[src/rtl/fifo_pkg.sv]
// fifo_pkg: width-derivation helpers shared by the FIFO variants.
// Pointers carry one extra wrap bit above the storage address; the
// occupancy count needs the same width so it can represent DEPTH itself.
package fifo_pkg;

    // Ceiling log2, valid for v >= 1 (returns 0 for v == 1).
    function automatic int clog2(input int v);
        int r;
        int x;
        r = 0;
        x = v - 1;
        while (x > 0) begin
            r = r + 1;
            x = x >> 1;
        end
        return r;
    endfunction

    // Storage address width for a power-of-two depth.
    function automatic int addr_width(input int depth);
        return clog2(depth);
    endfunction

    // Pointer width: address bits plus the wrap bit.
    function automatic int ptr_width(input int depth);
        return clog2(depth) + 1;
    endfunction

    // Count width: enough to hold 0..DEPTH inclusive.
    function automatic int count_width(input int depth);
        return clog2(depth) + 1;
    endfunction

endpackage

[src/rtl/fifo_mem.sv]
// fifo_mem: simple dual-port register array, one write port and one read port.
// Configuration macro FIFO_FWFT_EN: when defined the read port is an
// asynchronous (combinational) read of the addressed entry; otherwise the
// read port is a registered output, loaded on re and reset to zero.
// Storage itself is never reset.
module fifo_mem #(
    parameter int WIDTH = 32,
    parameter int DEPTH = 32,
    parameter int AW    = 5
) (
    input  logic             clk,
`ifndef FIFO_FWFT_EN
    input  logic             rst_n,
    input  logic             re,
`endif
    input  logic             we,
    input  logic [AW-1:0]    waddr,
    input  logic [WIDTH-1:0] wdata,
    input  logic [AW-1:0]    raddr,
    output logic [WIDTH-1:0] rdata
);

    logic [WIDTH-1:0] mem_r [DEPTH];

    // Storage write port; contents deliberately left unreset.
    always_ff @(posedge clk) begin
        if (we) begin
            mem_r[waddr] <= wdata;
        end
    end

`ifdef FIFO_FWFT_EN
    // Fall-through read: the addressed entry is visible immediately.
    always_comb begin
        rdata = mem_r[raddr];
    end
`else
    logic [WIDTH-1:0] rdata_r;

    // Registered read port: load the addressed word on an accepted read, hold otherwise.
    always_ff @(posedge clk) begin
        if (!rst_n) begin
            rdata_r <= {WIDTH{1'b0}};
        end else if (re) begin
            rdata_r <= mem_r[raddr];
        end else begin
            rdata_r <= rdata_r;
        end
    end

    // Drive the port from the read register.
    always_comb begin
        rdata = rdata_r;
    end
`endif

endmodule

[src/rtl/sync_fifo_param.sv]
// sync_fifo_param: parametrised single-clock FIFO with occupancy count,
// almost-full/almost-empty thresholds and sticky overflow/underflow flags.
// Configuration macro FIFO_FWFT_EN: when defined, data_out shows the head
// entry combinationally (first-word fall-through); otherwise data_out is a
// register loaded on each accepted read.
// Reset (rst_n) is synchronous and active-low.
module sync_fifo_param
    import fifo_pkg::*;
#(
    parameter int WIDTH     = 32,
    parameter int DEPTH     = 32,
    parameter int AF_THRESH = 28,
    parameter int AE_THRESH = 4,
    localparam int AW       = addr_width(DEPTH),
    localparam int PW       = ptr_width(DEPTH),
    localparam int CW       = count_width(DEPTH)
) (
    input  logic             clk,
    input  logic             rst_n,
    input  logic             write,
    input  logic             read,
    input  logic             err_clr,
    input  logic [WIDTH-1:0] data_in,
    output logic [WIDTH-1:0] data_out,
    output logic             fifo_full,
    output logic             fifo_empty,
    output logic             almost_full,
    output logic             almost_empty,
    output logic [AW:0]      count,
    output logic             overflow,
    output logic             underflow
);

    logic [PW-1:0] wr_ptr_r;
    logic [PW-1:0] rd_ptr_r;
    logic [CW-1:0] count_r;
    logic          full_r;
    logic          empty_r;
    logic          afull_r;
    logic          aempty_r;
    logic          ovf_r;
    logic          unf_r;

    logic          rd_acc_s;
    logic          wr_acc_s;
    logic [PW-1:0] wr_ptr_nxt_s;
    logic [PW-1:0] rd_ptr_nxt_s;
    logic [CW-1:0] count_nxt_s;
    logic          full_nxt_s;
    logic          empty_nxt_s;
    logic          afull_nxt_s;
    logic          aempty_nxt_s;
    logic          ovf_nxt_s;
    logic          unf_nxt_s;

    // Accept rules: a read needs data; a write needs space or a same-cycle accepted read.
    always_comb begin
        rd_acc_s = read && !empty_r;
        wr_acc_s = write && (!full_r || rd_acc_s);
    end

    // Next pointers: plain binary increment, the carry into the MSB toggles the wrap bit.
    always_comb begin
        wr_ptr_nxt_s = wr_ptr_r;
        rd_ptr_nxt_s = rd_ptr_r;
        if (wr_acc_s) begin
            wr_ptr_nxt_s = wr_ptr_r + {{(PW-1){1'b0}}, 1'b1};
        end else begin
            wr_ptr_nxt_s = wr_ptr_r;
        end
        if (rd_acc_s) begin
            rd_ptr_nxt_s = rd_ptr_r + {{(PW-1){1'b0}}, 1'b1};
        end else begin
            rd_ptr_nxt_s = rd_ptr_r;
        end
    end

    // Next occupancy: +1 write-only, -1 read-only, unchanged on both or neither.
    always_comb begin
        count_nxt_s = count_r;
        case ({wr_acc_s, rd_acc_s})
            2'b10:   count_nxt_s = count_r + {{(CW-1){1'b0}}, 1'b1};
            2'b01:   count_nxt_s = count_r - {{(CW-1){1'b0}}, 1'b1};
            default: count_nxt_s = count_r;
        endcase
    end

    // Next status flags: full/empty from next pointers, thresholds from next count.
    always_comb begin
        full_nxt_s   = (wr_ptr_nxt_s[PW-1] != rd_ptr_nxt_s[PW-1]) &&
                       (wr_ptr_nxt_s[AW-1:0] == rd_ptr_nxt_s[AW-1:0]);
        empty_nxt_s  = (wr_ptr_nxt_s == rd_ptr_nxt_s);
        afull_nxt_s  = (count_nxt_s >= CW'(AF_THRESH));
        aempty_nxt_s = (count_nxt_s <= CW'(AE_THRESH));
    end

    // Sticky error flags: clear first, a new rejection in the same cycle wins.
    always_comb begin
        ovf_nxt_s = ovf_r;
        unf_nxt_s = unf_r;
        if (err_clr) begin
            ovf_nxt_s = 1'b0;
            unf_nxt_s = 1'b0;
        end else begin
            ovf_nxt_s = ovf_r;
            unf_nxt_s = unf_r;
        end
        if (write && !wr_acc_s) begin
            ovf_nxt_s = 1'b1;
        end else begin
            ovf_nxt_s = ovf_nxt_s;
        end
        if (read && !rd_acc_s) begin
            unf_nxt_s = 1'b1;
        end else begin
            unf_nxt_s = unf_nxt_s;
        end
    end

    // State register: pointers, count, status and error flags.
    always_ff @(posedge clk) begin
        if (!rst_n) begin
            wr_ptr_r <= {PW{1'b0}};
            rd_ptr_r <= {PW{1'b0}};
            count_r  <= {CW{1'b0}};
            full_r   <= 1'b0;
            empty_r  <= 1'b1;
            afull_r  <= 1'b0;
            aempty_r <= 1'b1;
            ovf_r    <= 1'b0;
            unf_r    <= 1'b0;
        end else begin
            wr_ptr_r <= wr_ptr_nxt_s;
            rd_ptr_r <= rd_ptr_nxt_s;
            count_r  <= count_nxt_s;
            full_r   <= full_nxt_s;
            empty_r  <= empty_nxt_s;
            afull_r  <= afull_nxt_s;
            aempty_r <= aempty_nxt_s;
            ovf_r    <= ovf_nxt_s;
            unf_r    <= unf_nxt_s;
        end
    end

    fifo_mem #(
        .WIDTH (WIDTH),
        .DEPTH (DEPTH),
        .AW    (AW)
    ) u_mem (
        .clk   (clk),
`ifndef FIFO_FWFT_EN
        .rst_n (rst_n),
        .re    (rd_acc_s),
`endif
        .we    (wr_acc_s),
        .waddr (wr_ptr_r[AW-1:0]),
        .wdata (data_in),
        .raddr (rd_ptr_r[AW-1:0]),
        .rdata (data_out)
    );

    // Output mapping of the registered status.
    always_comb begin
        fifo_full    = full_r;
        fifo_empty   = empty_r;
        almost_full  = afull_r;
        almost_empty = aempty_r;
        count        = count_r;
        overflow     = ovf_r;
        underflow    = unf_r;
    end

endmodule

[config.mk]
export PLATFORM = sky130hd
export DESIGN_NAME = sync_fifo_param
export DESIGN_NICKNAME = d
export VERILOG_FILES = /design/src/rtl/fifo_pkg.sv /design/src/rtl/fifo_mem.sv /design/src/rtl/sync_fifo_param.sv
export SDC_FILE = /design/constraint.sdc
export NUM_CORES = 1
export LEC_CHECK = 0
export ABC_AREA = 0
export CAP_MARGIN = 15
export CORE_MARGIN = 5
export CORE_UTILIZATION = 42
export CTS_CLUSTER_DIAMETER = 80
export DETAILED_ROUTE_END_ITERATION = 12
export HOLD_SLACK_MARGIN = 0.05
export PLACE_DENSITY = 0.54
export SLEW_MARGIN = 15
export SYNTH_ARGS = -nofsm -noshare
export SYNTH_HDL_FRONTEND = slang
export SYNTH_HIERARCHICAL = 1
export SYNTH_SLANG_ARGS = --single-unit
[constraint.sdc]
create_clock -name clk -period 5.2 [get_ports clk]
set_input_delay 0.78 -clock clk [delete_from_list [all_inputs] [get_ports clk]]
set_output_delay 0.78 -clock clk [all_outputs]
set_load 0.01 [all_outputs]
==> flow_summary.yaml, run 1 <==
yosys:
  synth-edff-count: 1024
  synth_area_leaders: "edfxtp_1 73%, mux2i_1 12%, a22oi_1 4.6%"
  synth_async_sr_flop_share: 0
  synth_cells: 2389
  yosysWarningCount: 6
  synth_cell_type_count: 50
  mappedNetlistArea_um2: 42100
  synthMostInstantiatedCell: "edfxtp_1"
  ys_dominant_reg_cell: "edfxtp_1"
  netlist.area_leader.share: 0.731
  synth.cells.most_frequent: "1,024 x edfxtp_1, 515 x mux2i_1, 257 x a22oi_1"
  syn-num-nets: 2431
  syn_avg_cell_area_um2: 17.6
  synth.ff_latch_count: 1080
  synth_top_cell_by_area: "edfxtp_1"
  ys_seq_area_frac: 0.758
die:
  die_height_um: 326
  ios: 81
  initial_utilization: 0.422
  die_area_um2: 107000
  placement_rows: 116
  core_region_area_um2: 99700
  die-width_um: 326
route:
  route.detailed.vias_per_inst: 5.70
  drt_wl_total_um: 108000
  ant_nets: 0
  dr_pass1_iterations: 5
  drc: 0
  dr.first_iter.drc_count: 2093
  detail_route.wl_per_cell_um: 27.5
  routed-via-count: 22300
setup_path:
  cp_max_fo: 19
  worst-endpoint-required_ps: 5510
  arrival_time_at_the_worst_endpoint_ps: 3860
  start_kind: "primary input"
  ff2ff_setup_slack_ps: 1840
  critical_path_class: "primary input to register"
  worst_setup_path_end_kind: "register"
worst_hold_path:
  holdCritPathClass: "register to register"
global_route:
  antenna_found_initial: 8
  grt_max_degree: 70
  globalRouteTotalUtil: 0.198
  first_global_vias: 22500
  global_route_wire_length_before_repair_um: 157000
  globalRouteOverflowTotal: 0
pwr:
  pwr_density_cell_nw_per_um2: 402
  power.leakage_uw: 0.0149
  ir_drop_mv: 0.236
clocking:
  clkTransAtPathRegs_ps: 60
  cts-resized-gates: 0
  clock_tree.htree_level_count: 3
  cts-buffers-inserted: 110
  clock_path_buffers: 3
  cts_hold_repair.buffers: 0
  cts-root-buf: "clkbuf_16"
  clock_insertion_delay_worst_skew_ps: 670
  cts_post_setup_buffers_inserted: 0
  cts_tree: "yes"
  tritoncts_num_sinks: 1080
job:
  drv_cap: 0
timing:
  hold-worst-slack_ps: 499
  final_max_slew_viol_count: 0
  finClkSkew_ps: 20.4
  max_clock_freq_ghz: 0.282
  final_critical_path_share_of_the_clock_period: 0.683
  final_critical_period_ps: 3550
  tightestPinTransition_ps: 1180
  unrepaired_setup_endpoints_after_global_routing: "no"
  worst_slew_margin_rel: 0.210
  hold_viol: 0
  totalNegativeSetupSlack_ps: 0
  setup_violations: 0
final_layout:
  multi_input_comb_area_um2: 9550
  share_of_cells_above_drive_strength_1: 0.121
  layout-area-overhead-vs-synth_pct: 15.4
  seq_area_um2: 31900
  nFillCells: 8207
  number_of_nets_in_the_layout: 2554
place:
  place.detailed.hpwl_um: 59400
  placement.io_buffers: 80
  gp_congestion: 0.772
outcome:
  outcome: "finished, final reports clean"
[state kept, by name, indices dropped and copies added, names as in the netlist]
| register | cells |
|---|---|
| u_mem/mem_r | 1024 |
| u_mem/rdata | 32 |
| count | 6 |
| rd_ptr_r | 6 |
| wr_ptr_r | 6 |
| almost_empty | 1 |
| almost_full | 1 |
| fifo_empty | 1 |
| fifo_full | 1 |
| overflow | 1 |
| underflow | 1 |
[cell families after synthesis]
| kind of cell | Yosys count | share of synthesized area |
|---|---|---|
| flops | 1080 | 0.758 |
| mux | 515 | 0.123 |
| compound gates | 472 | 0.0725 |
| buf+inv | 153 | 0.0219 |
| simple gates | 142 | 0.0193 |
| xor+xnor | 22 | 0.00458 |
| fa+ha+maj | 5 | 0.00149 |
[stage by stage]
step | power [µW] | instance area, µm² | utilization | cells | setup WS (ps)
after detailed placement | 11400 | 44700 | 0.449 | 3698 | 978
after CTS | 19700 | 48600 | 0.488 | 3908 | 1670
after global placement | 11400 | 44800 | 0.449 | 3698 | 997
after floorplan | 10900 | 42100 | - | 2389 | 1440
after global routing | 20200 | 48600 | 0.487 | 3908 | 1350
final | 19500 | 48600 | 0.487 | 3911 | 1650
[cell usage in the layout, fill, tap and decap left out, types with 5 or more instances in the layout]
cell type	synthesis	layout
nand2_1	6	5
bufinv_16	0	18
buf_2	4	16
xor2_1	9	9
nand3b_1	7	7
clkinvlp_4	0	6
clkinv_1	0	16
clkbuf_8	0	11
nor2_1	57	24
clkdlybuf4s50_1	0	64
edfxtp_1	1024	1024
a21oi_1	168	168
dfxtp_1	56	55
o21ai_0	32	32
ha_1	5	5
clkbuf_1	75	22
clkinv_2	0	17
mux2i_1	515	515
a22oi_1	257	257
clkbuf_16	0	114
or4_1	32	32
buf_12	1	25
nor2_4	0	33
xnor2_1	13	13
nand3_1	8	8
buf_4	22	51
[critical path, cell delays in order]
cell and delay (ps):
clkdlybuf4s50_1 480, nand2b_1 220, inv_2 140, o21ai_1 180, inv_2 130, nand3_1 650, nor2_4 770, buf_4 480
[final timing paths]
kind | end | from | depth (start not counted)
setup / recovery | u_mem/mem_r[19][7] | read | 8
hold / removal | overflow | overflow | 2
setup reg to reg | u_mem/mem_r[19][7] | fifo_empty | 7
hold reg to reg | overflow | overflow | 2
[final cells by class]
type	instances	share of cell area
tap	1298	0.0334
inverter	8	0.000618
multi-input combinational	1156	0.197
antenna	3	0.000155
clock inverter	63	0.0163
clock buffer	147	0.0636
sequential	1080	0.656
timing repair buffer	156	0.0330
[report_power, final]
part	internal (µW)	switching (µW)	total [µW]	leakage (µW)
Clock	5060	3250	8310	0.00189
Sequential	9610	102	9720	0.00968
Combinational	643	853	1500	0.00329
[metal layers]
metal,up-vias,global-route usage,share of wire
met4,4,0.0500,0.023
met2,707,0.331,0.49
li1,9861,-,-
met3,148,0.0328,0.054
met1,11600,0.273,0.43
met5,-,0,0.00032
No activity file was read; power rests on OpenSTA's default activity.
==> run 2: changes to the inputs <==
Clock period 5.2 ns to 3.6 ns, I/O delays scaled along.
==> flow_summary.yaml, run 2 (same netlist as run 1, synthesis figures left out) <==
outcome:
  outcome: "finished, final reports clean"
route:
  routed-via-count: 22200
  ant_nets: 0
  drc: 0
  detail_route.wl_per_cell_um: 26.1
  dr_pass1_iterations: 5
  drt_wl_total_um: 104000
  dr.first_iter.drc_count: 1944
  route.detailed.vias_per_inst: 5.58
clocking:
  cts_hold_repair.buffers: 0
  cts_post_setup_buffers_inserted: 0
  clock_path_buffers: 3
  clkTransAtPathRegs_ps: 60
  cts-buffers-inserted: 113
  clock_insertion_delay_worst_skew_ps: 680
  cts-resized-gates: 0
  cts_tree: "yes"
  cts-root-buf: "clkbuf_16"
  tritoncts_num_sinks: 1080
  clock_tree.htree_level_count: 3
setup_path:
  r2r_start: "rd_ptr_r[2]"
  critical_path.cell_chain: "and2_4 > buf_4 > a22oi_1 > a21oi_1 > or4_1 > a21oi_1"
  timing.critical_path.mode_cell: "a21oi_1"
  critical_path_class: "register to register"
  cp_max_fo: 53
  arrival_time_at_the_worst_endpoint_ps: 3230
  worst_setup_path_end_kind: "register"
  timing.critical_path.from: "rd_ptr_r[2]"
  worst-endpoint-required_ps: 4130
  critical_path_slowest_stage_cell: "and2_4"
  start_kind: "register"
  critPathMaxStageDelay_ps: 810
pwr:
  clock_share_of_power: 0.407
  power.leakage_uw: 0.0150
  netSwitchingPower_uw: 6040
  internal_power_uw: 21300
  sequential_cell_fraction_of_total_power: 0.511
  power.share.switching: 0.221
  power.combinational.fraction: 0.082
  pwr_density_cell_nw_per_um2: 562
  ir_drop_mv: 0.379
global_route:
  globalRouteOverflowTotal: 0
  grt_max_degree: 85
  antenna_found_initial: 3
  first_global_vias: 22600
  global_route_wire_length_before_repair_um: 152000
  globalRouteTotalUtil: 0.190
timing:
  final_critical_path_share_of_the_clock_period: 0.751
  hold_viol: 0
  final_critical_period_ps: 2700
  tightestPinTransition_ps: 1130
  totalNegativeSetupSlack_ps: 0
  final_max_slew_viol_count: 0
  hold-worst-slack_ps: 294
  setup_violations: 0
  unrepaired_setup_endpoints_after_global_routing: "no"
  max_clock_freq_ghz: 0.370
  finClkSkew_ps: 17.2
  worst_slew_margin_rel: 0.247
final_layout:
  mostFrequentLayoutCell: "edfxtp_1"
  max_flop_register: "u_mem/mem_r"
  layout-area-overhead-vs-synth_pct: 15.7
  final_core_util: 0.488
  flip_flop_count_of_the_largest_register_after_layout: 1024
  share_of_cells_above_drive_strength_1: 0.129
  number_of_nets_in_the_layout: 2619
  most-common-layout-cells: "1,024 x edfxtp_1, 515 x mux2i_1, 257 x a22oi_1"
  nFillCells: 8290
  n_antenna_cell: 0
die:
  die-width_um: 326
  core_region_area_um2: 99700
  placement_rows: 116
  ios: 81
  die_height_um: 326
  initial_utilization: 0.422
  die_area_um2: 107000
job:
  drv_cap: 0
place:
  place.detailed.hpwl_um: 60800
  placement.io_buffers: 80
  gp_congestion: 0.807
worst_hold_path:
  holdCritPathClass: "primary input to register"
  timing.hold.worst.start: "rst_n"
[run 2: critical path: cells and delay by family (launching register included)]
kind | cells | cell delay (ps)
AOI/OAI and AO/OA | 3 | 560
buffers and inverters | 1 | 380
and+or+nand+nor | 2 | 990
DFF | 1 | 530
[run 2: layout make-up]
type                            count  area (µm²)  share of cell area
Clock buffer                      155        3040              0.0624
Clock inverter                     56         532              0.0109
Inverter                            8        30.0            0.000617
Multi-Input combinational cell   1156        9550               0.196
Sequential cell                  1080       31900               0.655
Tap cell                         1298        1620              0.0334
Timing Repair Buffer              218        2050              0.0420
[run 2: power groups by stage]
stage	Sequential, µW	Combinational [µW]	Clock, µW
4_1_cts	14000	2260	11400
3_5_place_dp	14200	2250	0
3_3_place_gp	14200	2230	0
5_1_grt	14000	2400	11900
6_report	14000	2240	11100
2_1_floorplan	14200	1510	0
[run 2: per-stage QoR]
stage	setup WS (ps)	area, µm²	std cells	total power, µW
3_5_place_dp	367	45100	3759	16500
2_1_floorplan	77.7	42100	2389	15700
4_1_cts	888	48700	3970	27600
3_3_place_gp	321	45100	3759	16500
6_report	897	48700	3971	27400
5_1_grt	754	48700	3971	28300
[run 2: path summary, 6_finish.rpt]
| path | endpoint | slack, ps | cells past startpoint |
|---|---|---|---|
| max | u_mem/rdata[9] | 900 | 6 |
| min | overflow | 290 | 3 |
| max reg2reg | u_mem/rdata[9] | 900 | 6 |
| min reg2reg | overflow | 490 | 2 |
[run 2: routing by layer]
layer  vias up  routed length (µm)  global-route usage  part of all wire
met2       543               52600               0.334              0.51
li1       9989                   -                   -                 -
met1     11500               44500               0.251              0.43
met3       137                4190              0.0282             0.040
met5         -                   0                   0                 0
met4         0                2450              0.0484             0.024
==> run 3: changes to the inputs <==
Clock period 3.6 ns to 2.6 ns, I/O delays scaled along.
==> flow_summary.yaml, run 3 (same netlist as run 1, synthesis figures left out) <==
outcome:
  outcome: "finished, final reports clean"
timing:
  totalNegativeSetupSlack_ps: 0
  max_clock_freq_ghz: 0.404
  worst_slew_margin_rel: 0.464
  final_critical_period_ps: 2470
  worst_setup_slack_final_ps: 126
  final_critical_path_share_of_the_clock_period: 0.952
  tightestPinTransition_ps: 805
  hold-worst-slack_ps: 145
  final_max_slew_viol_count: 0
  unrepaired_setup_endpoints_after_global_routing: "no"
  finClkSkew_ps: 26.0
  setup_violations: 0
  hold_viol: 0
global_route:
  globalRouteTotalUtil: 0.199
  first_global_vias: 23100
  antenna_found_initial: 3
  globalRouteOverflowTotal: 0
  global_route_wire_length_before_repair_um: 157000
  grt_max_degree: 69
route:
  ant_nets: 0
  routed-via-count: 22800
  wl_met2_um: 50700
  wl_met1_um: 48000
  met3_wirelength_um: 7680
  dr_pass1_iterations: 5
  routed.top_layer: "met4"
  drc: 0
  route.detailed.vias_per_inst: 5.60
  dr.first_iter.drc_count: 2224
  drt_wl_total_um: 108000
  detail_route.wl_per_cell_um: 26.5
setup_path:
  worst_setup_path_end_kind: "register"
  critPathMaxStageDelay_ps: 600
  worst-endpoint-required_ps: 3210
  critical_path_class: "register to register"
  critical_path.cell_chain: "buf_12 > buf_12 > mux2i_1 > a22oi_1 > a21oi_1 > or4_1 > a21oi_1"
  worst_path_dominant_cell_family: "compound AO/OA/AOI/OAI gates"
  arrival_time_at_the_worst_endpoint_ps: 3080
  critical_path_slowest_stage_cell: "or4_1"
  start_kind: "register"
  cp_max_fo: 29
  critPathBufInv: 2
pwr:
  power.leakage_uw: 0.0158
  ir_drop_mv: 0.477
  pwr_density_cell_nw_per_um2: 759
final_layout:
  share_of_cells_above_drive_strength_1: 0.168
  number_of_nets_in_the_layout: 2729
  nFillCells: 8037
  layout-area-overhead-vs-synth_pct: 20.1
  fin_area_um2: 50500
  mostFrequentLayoutCell: "edfxtp_1"
  seq_area_um2: 31900
  max_flop_register: "u_mem/mem_r"
  most-common-layout-cells: "1,024 x edfxtp_1, 515 x mux2i_1, 256 x a22oi_1"
  multi_input_comb_area_um2: 9580
  flip_flop_count_of_the_largest_register_after_layout: 1024
die:
  placement_rows: 116
  die_height_um: 326
  initial_utilization: 0.422
  die-width_um: 326
  core_region_area_um2: 99700
  die_area_um2: 107000
  ios: 81
clocking:
  cts_tree: "yes"
  cts_post_setup_buffers_inserted: 0
  cts-root-buf: "clkbuf_16"
  clock_path_buffers: 3
  clock_tree.htree_level_count: 3
  clock_insertion_delay_worst_skew_ps: 680
  clkTransAtPathRegs_ps: 60
  tritoncts_num_sinks: 1080
  cts-buffers-inserted: 111
worst_hold_path:
  holdCritPathClass: "primary input to register"
place:
  placed_area_um2: 46900
  gp_congestion: 0.818
  place.detailed.hpwl_um: 66300
  placement.io_buffers: 80
  dpl_worst_slack_ps: -401
job:
  drv_cap: 0
run 3: cell types whose count changed in the layout (fill, tap and decap cells not counted), sizes merged:
cell	change
clkinv	+5
inv	+1
diode	+1
clkbuf	-11
clkdlybuf4s50	+1
bufinv	-1
buf	+110
clkinvlp	-1
run 3: power breakdown:
group          leakage (µW)  internal [µW]  switching [µW]
sequential          0.00968          19200             128
clock               0.00174           9010            6450
combinational       0.00442           1570            1950
total                0.0158          29800            8530
run 3: final timing paths:
kind         slack (ps)  cells past startpoint   startpoint               to
max reg2reg         130                      7  rd_ptr_r[0]  u_mem/rdata[19]
max                 130                      7  rd_ptr_r[0]  u_mem/rdata[19]
min                 150                      3        rst_n      wr_ptr_r[0]
min reg2reg         510                      2  wr_ptr_r[5]      wr_ptr_r[5]
run 3: area by class of cell:
class,instances,area share
flip-flops and latches,1080,0.631
multi-input cells,1156,0.190
repair buffers,330,0.0763
clock buffers,143,0.0611
well taps,1298,0.0321
clock inverters,60,0.00929
inverters,8,0.000594
diodes,1,0.0000495
run 3: worst min-delay path, cell delays in order:
cell and delay, ps:
buf_2 90, inv_2 160, nor2_1 140
run 3: routing by layer:
layer  vias up  GRT usage
met5         -          0
met4         0     0.0447
met3       108     0.0449
met2       699      0.316
met1     11800      0.283
li1      10200          -
run 3: repair_timing:
| action | CTS | global route |
|---|---|---|
| resized for setup | 0 | 11 |
| hold buffers | 0 | 0 |
| endpoints found under the setup margin | 0 | 8 |
run 3: per-stage QoR:
stage,util,total power [µW],instances
6_report,0.507,38300,4076
2_1_floorplan,-,21800,2389
4_1_cts,0.506,38600,4074
3_3_place_gp,0.470,23200,3871
5_1_grt,0.507,39600,4075
3_5_place_dp,0.470,23200,3871
